**src/rtl/mem_pkg.sv**
```systemverilog
`default_nettype none
// ============================================================================
// Module      : mem_pkg
// Description : Shared definitions for the block-transfer data memory:
//               controller state encoding, default parameter values and a
//               helper that sizes the latency counter.
// Ports       : none (package)
// Revision    : 1.0 - initial release
// ============================================================================
package mem_pkg;

  typedef enum logic [1:0] {
    IDLE = 2'd0,
    BUSY = 2'd1,
    DONE = 2'd2
  } state_t;

  localparam int unsigned DEF_DATA_W      = 8;
  localparam int unsigned DEF_ADDR_W      = 8;
  localparam int unsigned DEF_BLOCK_WORDS = 4;
  localparam int unsigned DEF_LATENCY     = 5;

  // Counter width: $clog2(latency), never narrower than one bit.
  function automatic int unsigned cnt_width(input int unsigned latency);
    int unsigned w;
    w = $clog2(latency);
    return (w < 1) ? 1 : w;
  endfunction

endpackage
`default_nettype wire

```
**src/rtl/mem_latency_counter.sv**
```systemverilog
`default_nettype none
// ============================================================================
// Module      : mem_latency_counter
// Description : Down-counter that times one memory access. A load presets
//               it to LATENCY-1; it then steps down while dec is high and
//               flags zero when the access is due to complete.
// Ports       : clock  - rising-edge clock
//               reset  - asynchronous active-high reset (count -> 0)
//               load   - preset count to LATENCY-1
//               dec    - decrement enable
//               zero   - count equals zero
// Revision    : 1.0 - initial release
// ============================================================================
module mem_latency_counter
  import mem_pkg::*;
#(
  parameter int unsigned LATENCY = DEF_LATENCY,
  parameter int unsigned CNT_W   = cnt_width(LATENCY)
) (
  input  logic clock,
  input  logic reset,
  input  logic load,
  input  logic dec,
  output logic zero
);

  localparam logic [CNT_W-1:0] LOAD_VAL = CNT_W'(LATENCY - 1);

  logic [CNT_W-1:0] count_q;
  logic [CNT_W-1:0] count_d;

  always_comb begin
    count_d = count_q;
    if (load) begin
      count_d = LOAD_VAL;
    end else if (dec) begin
      count_d = count_q - 1'b1;
    end
  end

  always_ff @(posedge clock or posedge reset) begin
    if (reset) begin
      count_q <= '0;
    end else begin
      count_q <= count_d;
    end
  end

  assign zero = (count_q == '0);

endmodule
`default_nettype wire

```
**src/rtl/param_data_memory.sv**
```systemverilog
`default_nettype none
// ============================================================================
// Module      : param_data_memory
// Description : Word-organised data memory accessed in blocks of
//               BLOCK_WORDS words. Each accepted read or write completes a
//               fixed LATENCY edges after acceptance; a simultaneous
//               read+write request is refused and flagged on err.
// Ports       : clock     - rising-edge clock
//               reset     - asynchronous active-high reset (clears memory)
//               read      - block read request
//               write     - block write request
//               address   - block address
//               writedata - block to write, word i at [i*DATA_W +: DATA_W]
//               readdata  - last block read
//               busywait  - access in progress
//               err       - sticky illegal-request flag
// Revision    : 1.0 - initial release
// ============================================================================
module param_data_memory
  import mem_pkg::*;
#(
  parameter int unsigned DATA_W      = DEF_DATA_W,
  parameter int unsigned ADDR_W      = DEF_ADDR_W,
  parameter int unsigned BLOCK_WORDS = DEF_BLOCK_WORDS,
  parameter int unsigned LATENCY     = DEF_LATENCY
) (
  input  logic                                   clock,
  input  logic                                   reset,
  input  logic                                   read,
  input  logic                                   write,
  input  logic [ADDR_W-$clog2(BLOCK_WORDS)-1:0]  address,
  input  logic [DATA_W*BLOCK_WORDS-1:0]          writedata,
  output logic [DATA_W*BLOCK_WORDS-1:0]          readdata,
  output logic                                   busywait,
  output logic                                   err
);

  localparam int unsigned OFFS_W  = $clog2(BLOCK_WORDS);
  localparam int unsigned BLK_W   = ADDR_W - OFFS_W;
  localparam int unsigned DEPTH   = 2 ** ADDR_W;
  localparam int unsigned BLOCK_W = DATA_W * BLOCK_WORDS;

  state_t               state_q, state_d;
  logic                 op_write_q, op_write_d;
  logic [BLK_W-1:0]     addr_q, addr_d;
  logic [BLOCK_W-1:0]   wdata_q, wdata_d;
  logic [BLOCK_W-1:0]   rdata_q, rdata_d;
  logic                 err_q, err_d;
  logic [DATA_W-1:0]    mem_q [DEPTH];
  logic [DATA_W-1:0]    mem_d [DEPTH];

  logic                 cnt_load;
  logic                 cnt_dec;
  logic                 cnt_zero;
  logic                 wr_done;
  logic                 busy_raw;
  logic [ADDR_W-1:0]    base_addr;

  mem_latency_counter #(
    .LATENCY (LATENCY)
  ) u_latency_counter (
    .clock (clock),
    .reset (reset),
    .load  (cnt_load),
    .dec   (cnt_dec),
    .zero  (cnt_zero)
  );

  // First word address of the latched block.
  assign base_addr = ADDR_W'(addr_q) << OFFS_W;

  always_comb begin
    state_d    = state_q;
    op_write_d = op_write_q;
    addr_d     = addr_q;
    wdata_d    = wdata_q;
    rdata_d    = rdata_q;
    err_d      = err_q;
    cnt_load   = 1'b0;
    cnt_dec    = 1'b0;
    wr_done    = 1'b0;
    busy_raw   = 1'b0;
    case (state_q)
      IDLE: begin
        if (read && write) begin
          err_d = 1'b1;
        end else if (read ^ write) begin
          busy_raw   = 1'b1;
          cnt_load   = 1'b1;
          op_write_d = write;
          addr_d     = address;
          wdata_d    = writedata;
          err_d      = 1'b0;
          state_d    = BUSY;
        end
      end
      BUSY: begin
        busy_raw = 1'b1;
        if (cnt_zero) begin
          state_d = DONE;
          if (op_write_q) begin
            wr_done = 1'b1;
          end else begin
            for (int i = 0; i < BLOCK_WORDS; i++) begin
              rdata_d[i*DATA_W +: DATA_W] = mem_q[base_addr + ADDR_W'(i)];
            end
          end
        end else begin
          cnt_dec = 1'b1;
        end
      end
      DONE: begin
        // Inputs are deliberately ignored here so a held request is only
        // re-accepted once the controller is back in IDLE.
        state_d = IDLE;
      end
      default: begin
        state_d = IDLE;
      end
    endcase
  end

  always_comb begin
    mem_d = mem_q;
    if (wr_done) begin
      for (int i = 0; i < BLOCK_WORDS; i++) begin
        mem_d[base_addr + ADDR_W'(i)] = wdata_q[i*DATA_W +: DATA_W];
      end
    end
  end

  always_ff @(posedge clock or posedge reset) begin
    if (reset) begin
      state_q    <= IDLE;
      op_write_q <= 1'b0;
      addr_q     <= '0;
      wdata_q    <= '0;
      rdata_q    <= '0;
      err_q      <= 1'b0;
    end else begin
      state_q    <= state_d;
      op_write_q <= op_write_d;
      addr_q     <= addr_d;
      wdata_q    <= wdata_d;
      rdata_q    <= rdata_d;
      err_q      <= err_d;
    end
  end

  for (genvar w = 0; w < DEPTH; w++) begin : g_mem_word
    always_ff @(posedge clock or posedge reset) begin
      if (reset) begin
        mem_q[w] <= '0;
      end else begin
        mem_q[w] <= mem_d[w];
      end
    end
  end

  // Reset forces busywait low even if a request is already presented.
  assign busywait = busy_raw & ~reset;
  assign readdata = rdata_q;
  assign err      = err_q;

endmodule
`default_nettype wire

```
**config.mk**
```make
export PLATFORM = sky130hd
export DESIGN_NAME = param_data_memory
export DESIGN_NICKNAME = d
export VERILOG_FILES = /design/src/rtl/mem_pkg.sv /design/src/rtl/mem_latency_counter.sv /design/src/rtl/param_data_memory.sv
export SDC_FILE = /design/constraint.sdc
export NUM_CORES = 2
export LEC_CHECK = 0
export ABC_CLOCK_PERIOD_IN_PS = 92100
export CAP_MARGIN = 20
export CORE_ASPECT_RATIO = 0.5
export CORE_MARGIN = 2
export CORE_UTILIZATION = 38
export CTS_CLUSTER_SIZE = 24
export DETAILED_ROUTE_END_ITERATION = 12
export GPL_TIMING_DRIVEN = 0
export SLEW_MARGIN = 20
export SYNTH_ARGS = -nofsm -noshare
export SYNTH_HDL_FRONTEND = slang
export SYNTH_SLANG_ARGS = --single-unit
```
**constraint.sdc**
```tcl
create_clock -name clock -period 92.1 [get_ports clock]
set_clock_uncertainty 0.1 [all_clocks]
set_input_delay 13.815 -clock clock [delete_from_list [all_inputs] [get_ports clock]]
set_output_delay 13.815 -clock clock [all_outputs]
set_load 0.1 [all_outputs]
```
==> results.json <==
{
  "postCtsResizedCells": 0,
  "sequential_share_of_power_pct": 29.4,
  "max-cap-violations": 0,
  "rsz0062_at_grt": "false",
  "postSynthRegisterBits": 2125,
  "path_class": "in -> out",
  "power.share.combinational_pct": 46.0,
  "worst_vdd_ir_v": 0.0000343,
  "yosysUniqueCellTypes": 65,
  "drtPass1Iterations": 7,
  "slowest_stage": "sky130_fd_sc_hd__clkdlybuf4s50_1",
  "antenna_violating_nets_post_route": 0,
  "cts_hold_buf": 0,
  "placed_area_um2": 103000,
  "slew_violations": 0,
  "cts_made_buffers": 209,
  "placement.io_buffers": 75,
  "chipWidth_um": 713,
  "drt-initial-drc-count": 13300,
  "die-area_um2": 256000,
  "htreeDepth": 4,
  "worstMarginPinSlew_ns": 1.39,
  "cts-root-buf": "sky130_fd_sc_hd__clkbuf_16",
  "startpoint_type": "primary input",
  "power.density_cell_area_nw_per_um2": 33.7,
  "final_hold_viol_count": 0,
  "final_routed_drc_violation_total": 0,
  "num-nets-final": 6967,
  "arrival_ns": 16.20,
  "timing.reg2reg.setup_slack_ns": 86.44,
  "clockBufferDepth": 4,
  "routed_wire_length_per_instance_um": 51.3,
  "grt_start_max_net_pins": 105,
  "clk_transition_reported_paths_ns": 0.06,
  "synth_warnings": 0,
  "placementRows": 130,
  "effective_utilization_at_floorplan_pct": 38.1,
  "routed-via-count": 74700,
  "first_pass_grt_wire_length_mm": 689,
  "timing.slew.headroom_pct": 7.38,
  "finalWorstPathRequiredPeriod_ns": 30.11,
  "leakagePower_nw": 54.0,
  "die-height_um": 359,
  "switching_power_w": 0.00183,
  "switching_share_pct": 49.2,
  "async_reset_ff_share_pct": 100,
  "post_synth_inst_count": 6536,
  "avgViaCountPerCell": 7.03,
  "dpl.hpwl_mm": 370,
  "fmax_ghz": 0.0332,
  "fin_tns_setup_ns": 0,
  "final.fill_count": 22700,
  "post_route_cells_drive_above_1_share_pct": 36.2,
  "synthesis.area_um2": 95600,
  "worstSetupEndpointType": "output pin",
  "grt.total_usage_pct": 41.7,
  "min_period_over_period_pct": 32.7,
  "synth_flop_cell": "sky130_fd_sc_hd__dfrtp_1",
  "critical-path-top-cell-by-count": "sky130_fd_sc_hd__clkdlybuf4s50_1",
  "synth-seq-area-share_pct": 55.6,
  "synth_enable_flop_cells": 0,
  "final_routed_wirelength_mm": 544,
  "setup-violations-final": 0,
  "crit_fanout": 3,
  "cts_setup_buffers": 0,
  "synth_fp_nets": 6582,
  "holdCritPathClass": "reg -> reg",
  "postLayoutCellArea_um2": 111000,
  "via_count_of_the_first_global_routing_pass": 66200,
  "cts_tree": "built",
  "grt.overflow.total": 0,
  "cts.sinks": 2125,
  "hold_ws_ns": 0.383,
  "routabilityCongestion": 1.06,
  "worst_ep_required_time_ns": 78.18,
  "grt_antenna_before_repair": 142,
  "share_clk_of_total_power_pct": 24.7,
  "clock_latency_ns": 0.93,
  "area_growth_syn_to_layout_pct": 15.7,
  "crit_path_cell_trace": "clkdlybuf4s50_1 > inv_1 > ha_1 > nor2_1 > nor3_1 > clkdlybuf4s50_1",
  "crit_path_max_incr_delay_ns": 1.20,
  "cellInternalPower_w": 0.00189,
  "status": "finished, final reports clean",
  "placeable_core_region_um2": 251000,
  "postSynthAreaPerCell_um2": 14.6,
  "io_pins": 76
}
## per-layer routing
layer / vias to the layer above / GRT usage (%) / wire, um
met4: 82 / 26.1 / 39500
met3: 1918 / 29.7 / 100000
met5: - / 3.72 / 1260
met2: 7493 / 51.6 / 200000
li1: 25400 / - / -
met1: 39800 / 50.6 / 203000
## layout make-up
class | instances | area (um2) | area share [%]
repair buffers | 174 | 3130 | 2.83
diodes | 162 | 405 | 0.367
inverters | 8 | 37.5 | 0.0339
plain buffers | 686 | 3410 | 3.09
clock inverters | 52 | 611 | 0.552
well taps | 3366 | 4210 | 3.81
clock buffers | 325 | 6400 | 5.79
multi-input cells | 3717 | 39200 | 35.4
flip-flops and latches | 2125 | 53200 | 48.1
## Yosys cell counts, types with 19 or more instances
cell type                     n  area [um2]
sky130_fd_sc_hd__mux2_1     742        8360
sky130_fd_sc_hd__mux2_2    1402       15800
sky130_fd_sc_hd__a21oi_1     76         380
sky130_fd_sc_hd__a221oi_1   258        2260
sky130_fd_sc_hd__buf_2      268        1340
sky130_fd_sc_hd__mux4_2     249        5610
sky130_fd_sc_hd__clkbuf_1   320        1200
sky130_fd_sc_hd__dfrtp_1   2125       53200
sky130_fd_sc_hd__nand2_1    109         409
sky130_fd_sc_hd__buf_4       52         390
sky130_fd_sc_hd__nor2_1     138         518
sky130_fd_sc_hd__o32a_1      19         190
sky130_fd_sc_hd__o21ai_0    105         526
sky130_fd_sc_hd__buf_1       29         109
sky130_fd_sc_hd__a22oi_1     98         736
sky130_fd_sc_hd__o22ai_1     90         563
sky130_fd_sc_hd__mux2i_1    219        2190
## worst max-delay path, delay by kind of cell
family / cells / cell delay (ns)
fa+ha+maj: 1 / 0.30
simple gates: 2 / 0.27
buf+inv: 3 / 1.81
## through the flow
step / util [%] / total power [W] / setup WS (ns) / instances
3_3_place_gp: 40.1 / 0.00257 / -9.27 / 9977
2_1_floorplan: - / 0.00168 / 18.15 / 6536
3_5_place_dp: 41.1 / 0.00264 / 61.99 / 10100
6_report: 44.1 / 0.00372 / 61.99 / 10600
4_1_cts: 43.9 / 0.00353 / 61.98 / 10500
5_1_grt: 44.0 / 0.00365 / 61.91 / 10500
## layout by cell type, fill, tap and decap left out, drive strengths merged, types with 10 or more instances in the layout
cell type | Yosys | layout
mux2 | 2144 | 2144
dfrtp | 2125 | 2125
clkbuf | 321 | 646
buf | 365 | 466
a221oi | 258 | 258
mux4 | 249 | 249
mux2i | 219 | 219
diode | 0 | 162
nor2 | 146 | 146
nand2 | 111 | 111
o21ai | 109 | 109
a22oi | 98 | 98
o22ai | 90 | 90
a21oi | 76 | 76
clkdlybuf4s50 | 0 | 73
clkinv | 0 | 36
o32a | 19 | 19
a22o | 18 | 18
nand3 | 14 | 14
a31oi | 14 | 14
nand4 | 12 | 12
o211ai | 12 | 12
bufinv | 0 | 12
inv | 8 | 10
## path summary, 6_finish.rpt
| path | cells after the start | end | startpoint |
|---|---|---|---|
| max | 6 | busywait | write |
| min | 1 | mem_q[1121] | mem_q[1121] |
| max reg2reg | 8 | readdata[16] | addr_q[1] |
| min reg2reg | 1 | mem_q[1121] | mem_q[1121] |
| max in group asynchronous | 8 | mem_q[1794] | reset |
| min in group asynchronous | 2 | err | reset |
## power by group through the flow
stage	clock network [W]	logic, W	registers [W]
2_1_floorplan	0	0.000536	0.00114
3_3_place_gp	0	0.00145	0.00112
3_5_place_dp	0	0.00153	0.00111
4_1_cts	0.000909	0.00153	0.00109
5_1_grt	0.000947	0.00160	0.00110
6_report	0.000919	0.00171	0.00109
## registers in the layout (all words and copies together), names as in the netlist
signal / cells
u_latency_counter.count_q: 3
readdata: 32
state_q: 2
mem_q: 2048
addr_q: 6
op_write_q: 1
wdata_q: 32
err: 1
## cells by family after synthesis
group	share of synthesized area, %
mux	33.4
simple gates	1.64
xor+xnor	0.00916
buf+inv	3.42
compound gates	5.83
fa+ha+maj	0.0524
flops	55.6
Power figures use the tool's default switching activity.
